### config.mk
export PLATFORM = sky130hd
export DESIGN_NAME = uart_word_tx
export DESIGN_NICKNAME = d
export VERILOG_FILES = /design/src/rtl/uart_word_tx.sv
export SDC_FILE = /design/constraint.sdc
export NUM_CORES = 1
export LEC_CHECK = 0
export CORE_UTILIZATION = 35
export CTS_CLUSTER_DIAMETER = 100
export DETAILED_ROUTE_END_ITERATION = 12
export REMOVE_ABC_BUFFERS = 1
export SLEW_MARGIN = 40
export SYNTH_ARGS = -nofsm -noshare
export SYNTH_HDL_FRONTEND = slang
export SYNTH_SLANG_ARGS = --single-unit
### constraint.sdc
create_clock -name clk_50m -period 4.7 [get_ports clk_50m]
set_clock_uncertainty 0.1 [all_clocks]
set_input_delay 0.94 -clock clk_50m [delete_from_list [all_inputs] [get_ports clk_50m]]
set_output_delay 0.94 -clock clk_50m [all_outputs]
set_load 0.005 [all_outputs]
### src/rtl/uart_word_tx.sv
// Serializes a 32-bit word as four 8N1 bytes on the Tx line, paced by the baud tick,
// with a one-deep pending slot so a result arriving mid-frame is held rather than lost.
module uart_word_tx #(
  parameter int unsigned MSB_BYTE_FIRST = 0
) (
  input  logic        clk_50m,
  input  logic        rstn,
  input  logic        clken,
  input  logic [31:0] data_in,
  input  logic        wr_en,
  output logic        Tx,
  output logic        Tx_busy,
  output logic        pending_full,
  output logic        done,
  output logic        overrun,
  output logic [1:0]  fsm_state
);

  // Handshake: wr_en is a one-cycle strobe with no ready; a write is always taken,
  // either into the shift word, into the pending slot, or dropped (setting overrun).

  typedef enum logic [1:0] {IDLE, START, DATA, STOP} state_t;

  state_t      state_q, state_n;
  logic [31:0] shift_q, shift_n;
  logic [31:0] pend_q, pend_n;
  logic        pend_valid_q, pend_valid_n;
  logic [1:0]  byte_q, byte_n;
  logic [2:0]  bit_q, bit_n;
  logic        tx_q, tx_n;
  logic        done_q, done_n;
  logic        overrun_q, overrun_n;
  logic [1:0]  byte_sel;
  logic        cur_bit;
  logic        consume;

  always_ff @(posedge clk_50m) begin
    if (!rstn) begin
      state_q      <= IDLE;
      shift_q      <= '0;
      pend_q       <= '0;
      pend_valid_q <= 1'b0;
      byte_q       <= '0;
      bit_q        <= '0;
      tx_q         <= 1'b1;
      done_q       <= 1'b0;
      overrun_q    <= 1'b0;
    end else begin
      state_q      <= state_n;
      shift_q      <= shift_n;
      pend_q       <= pend_n;
      pend_valid_q <= pend_valid_n;
      byte_q       <= byte_n;
      bit_q        <= bit_n;
      tx_q         <= tx_n;
      done_q       <= done_n;
      overrun_q    <= overrun_n;
    end
  end

  always_comb begin
    state_n      = state_q;
    shift_n      = shift_q;
    pend_n       = pend_q;
    pend_valid_n = pend_valid_q;
    byte_n       = byte_q;
    bit_n        = bit_q;
    tx_n         = tx_q;
    done_n       = 1'b0;
    overrun_n    = overrun_q;
    consume      = 1'b0;
    byte_sel     = (MSB_BYTE_FIRST != 0) ? ~byte_q : byte_q;
    cur_bit      = shift_q[{byte_sel, bit_q}];

    case (state_q)
      IDLE: begin
        // A word parked by a write on the last stop edge goes out as the start bit
        // on the very next tick, so this path drives the start bit itself.
        if (pend_valid_q) begin
          if (clken) begin
            shift_n = pend_q;
            consume = 1'b1;
            byte_n  = '0;
            bit_n   = '0;
            tx_n    = 1'b0;
            state_n = DATA;
          end
        end else if (wr_en) begin
          shift_n = data_in;
          byte_n  = '0;
          state_n = START;
        end
      end
      START: begin
        if (clken) begin
          tx_n    = 1'b0;
          bit_n   = '0;
          state_n = DATA;
        end
      end
      DATA: begin
        if (clken) begin
          tx_n  = cur_bit;
          bit_n = bit_q + 3'd1;
          if (bit_q == 3'd7) state_n = STOP;
        end
      end
      STOP: begin
        if (clken) begin
          tx_n = 1'b1;
          if (byte_q != 2'd3) begin
            byte_n  = byte_q + 2'd1;
            state_n = START;
          end else begin
            done_n = 1'b1;
            byte_n = '0;
            if (pend_valid_q) begin
              shift_n = pend_q;
              consume = 1'b1;
              state_n = START;
            end else begin
              state_n = IDLE;
            end
          end
        end
      end
      default: state_n = IDLE;
    endcase

    if (consume) pend_valid_n = 1'b0;

    // A slot freed on this same edge is reusable, so a coincident write is not dropped.
    if (wr_en && !(state_q == IDLE && !pend_valid_q)) begin
      if (!pend_valid_q || consume) begin
        pend_n       = data_in;
        pend_valid_n = 1'b1;
      end else begin
        overrun_n = 1'b1;
      end
    end
  end

  assign Tx           = tx_q;
  assign Tx_busy      = (state_q != IDLE) || pend_valid_q;
  assign pending_full = pend_valid_q;
  assign done         = done_q;
  assign overrun      = overrun_q;
  assign fsm_state    = state_q;

endmodule
==> reports/metrics.yaml <==
start_util_pct: 36.7
grt_pass1_vias: 3000
final_cell_mix: "nand2_1, dfxtp_1, clkdlybuf4s50_1"
diodes: 0
seq_area_frac_synth_pct: 41.1
cts_buffer_depth: 2
crit-reg2reg-launch: "fsm_state[1]"
ir_drop_v: 0.000197
cp_slowest_cell: "dfxtp_1"
yosysUniqueCellTypes: 32
netlist_area_um2: 3650
rsz0062_at_grt: "no"
track_usage_pct: 16.3
setup_tns_ns: 0
crit_family: "flip-flops"
drive_above_1_share_pct: 7.16
io_pins: 43
worst-path-stages: 2
dp_hpwl_um: 5300
hold_path_class: "register to register"
grt_max_degree: 42
crit_type: "register to primary output"
first_pass_iters: 5
areaGrowthSynthToFinish_pct: 18.4
finalSetupViolCount: 0
r2r_cells: 7
fp.dieArea_um2: 10900
core_area_um2: 9950
path_buf_inv: 1
worst_pin_slew_ns: 0.755
layout_commonest_cell: "nand2_1"
p_leak_nw: 1.87
syn_area_per_cell_um2: 8.44
grt_pass1_wl_um: 14400
yosysWarnings: 0
num_rows: 36
r2r_setup_slack_ns: 1.99
nets: 499
r2r_end: "pend_q[29]"
totalWireLength_um: 8240
globalplace.congestion: 0.761
numCtsBuffers: 9
postSynthCellCount: 433
drtAntennaViolNets: 0
start_kind: "register"
clkTransAtPathRegs_ns: 0.07
dr.first_iter.drc_count: 125
detail_route.wl_per_cell_um: 13.9
drc: 0
path_cells: "nand2b_1, clkdlybuf4s50_1"
clk_latency_ns: 0.35
worstPathArrival_ns: 2.08
viasPerCell: 5.23
htree_num_levels: 3
crit_path_max_fanout: 23
ctsHoldBuffers: 0
finalCriticalPeriod_ns: 3.12
outcome: "completed"
hold_viol_final: 0
die_w_um: 104
grt_overflow_total: 0
die_height_um: 104
slowest_delay_ns: 0.81
ys_ff_latch: 75
fmax_mhz: 320
relSlewSlack_pct: 49.6
critPathCapture: "Tx_busy"
critPathLaunch: "pending_full"
tritoncts: "done"
hold_ws_ns: 0.357
power_density_nw_per_um2: 504
vias: 3105
maxSlewViolCount: 0
period_share_pct: 66.4
required_ns: 3.66
cts_resized: 0
clockRootBuffer: "clkbuf_8"
critPathCaptureType: "primary output"
postCtsSetupBuffers: 0
antenna_found_initial: 0
place.port_buffers: 42
drv_cap: 0
clkSinkCount: 75
[cells by family (layout without fill, tap and decap cells)]
logic type / count (synthesis) / after routing / share of synthesized area, %
AO/OA/AOI/OAI: 122 / 122 / 24.5
adder cells (fa/ha/maj): 7 / 7 / 2.40
buffers and inverters: 45 / 73 / 5.51
flip-flops: 75 / 75 / 41.1
multiplexers: 21 / 21 / 7.67
AND/OR/NAND/NOR: 163 / 163 / 18.9
[routing by layer]
metal / vias up / global-route usage [%] / part of all wire (%)
met5: - / 0 / 0
met4: 0 / 6.12 / 0.74
met3: 8 / 2.88 / 3.5
met2: 65 / 26.0 / 46
met1: 1481 / 22.0 / 50
li1: 1551 / - / -
[synth_stat cells, drive strengths merged]
master / count / share of area (%)
a211o: 1 / 0.24
o211a: 32 / 8.8
o221a: 1 / 0.31
nand3: 35 / 4.8
nand2: 104 / 11
o221ai: 2 / 0.48
a21oi: 6 / 0.82
nand2b: 4 / 0.68
o21a: 3 / 0.62
a21boi: 34 / 7.0
a31oi: 2 / 0.34
and2: 2 / 0.34
nor3b: 1 / 0.21
clkbuf: 29 / 3.0
ha: 7 / 2.4
nor2b: 6 / 1.0
nor2: 11 / 1.1
o21ai: 38 / 5.3
buf: 9 / 1.8
a21o: 1 / 0.21
inv: 7 / 0.72
o211ai: 1 / 0.21
mux4: 5 / 3.3
mux2i: 16 / 4.4
dfxtp: 75 / 41
a211oi: 1 / 0.21
[layout make-up]
class / count / area, µm²
Sequential cell: 75 / 1500
Timing Repair Buffer: 50 / 488
Fill cell: 1002 / 5630
Inverter: 7 / 26.3
Multi-Input combinational cell: 313 / 1960
Tap cell: 133 / 166
Clock buffer: 11 / 151
Clock inverter: 5 / 27.5
[tightest hold or removal path, delay by kind of cell, from the launching register on]
| kind | cells | cell delay [ns] |
|---|---|---|
| and+or+nand+nor | 1 | 0.05 |
| DFF | 1 | 0.31 |
| AOI/OAI and AO/OA | 1 | 0.05 |
[worst min path at each step]
| stage | cells after the start | to | slack, ns | startpoint |
|---|---|---|---|---|
| finish | 2 | pend_q[10] | 0.36 | pend_q[10] |
| global route | 2 | pend_q[9] | 0.38 | pend_q[9] |
| CTS | 2 | pend_q[30] | 0.36 | pend_q[30] |
| detailed placement | 2 | pend_q[30] | 0.35 | pend_q[30] |
| global placement | 2 | pend_q[10] | 0.34 | pend_q[10] |
| floorplan | 2 | pend_q[10] | 0.33 | pend_q[10] |
[power breakdown]
part	leakage, nW	internal, mW	switching [mW]
clock network	0.0949	0.217	0.232
logic	1.16	0.356	0.455
registers	0.616	0.812	0.108
[sequential cells by signal (all words and copies together), names as in the netlist]
register	cells
pending_full	1
done	1
overrun	1
byte_q	2
pend_q	32
Tx	1
bit_q	3
shift_q	32
fsm_state	2
[metrics by stage]
step,utilization [%],cell area (µm²),instances,total power [mW],setup WS [ns]
floorplan,-,3480,395,1.44,1.35
global placement,41.7,4150,578,1.73,1.43
detailed placement,41.7,4150,578,1.76,1.25
CTS,43.5,4330,594,2.21,1.53
global route,43.5,4330,594,2.36,1.37
finish,43.5,4330,594,2.18,1.58
(Power assumes the default switching activity.)
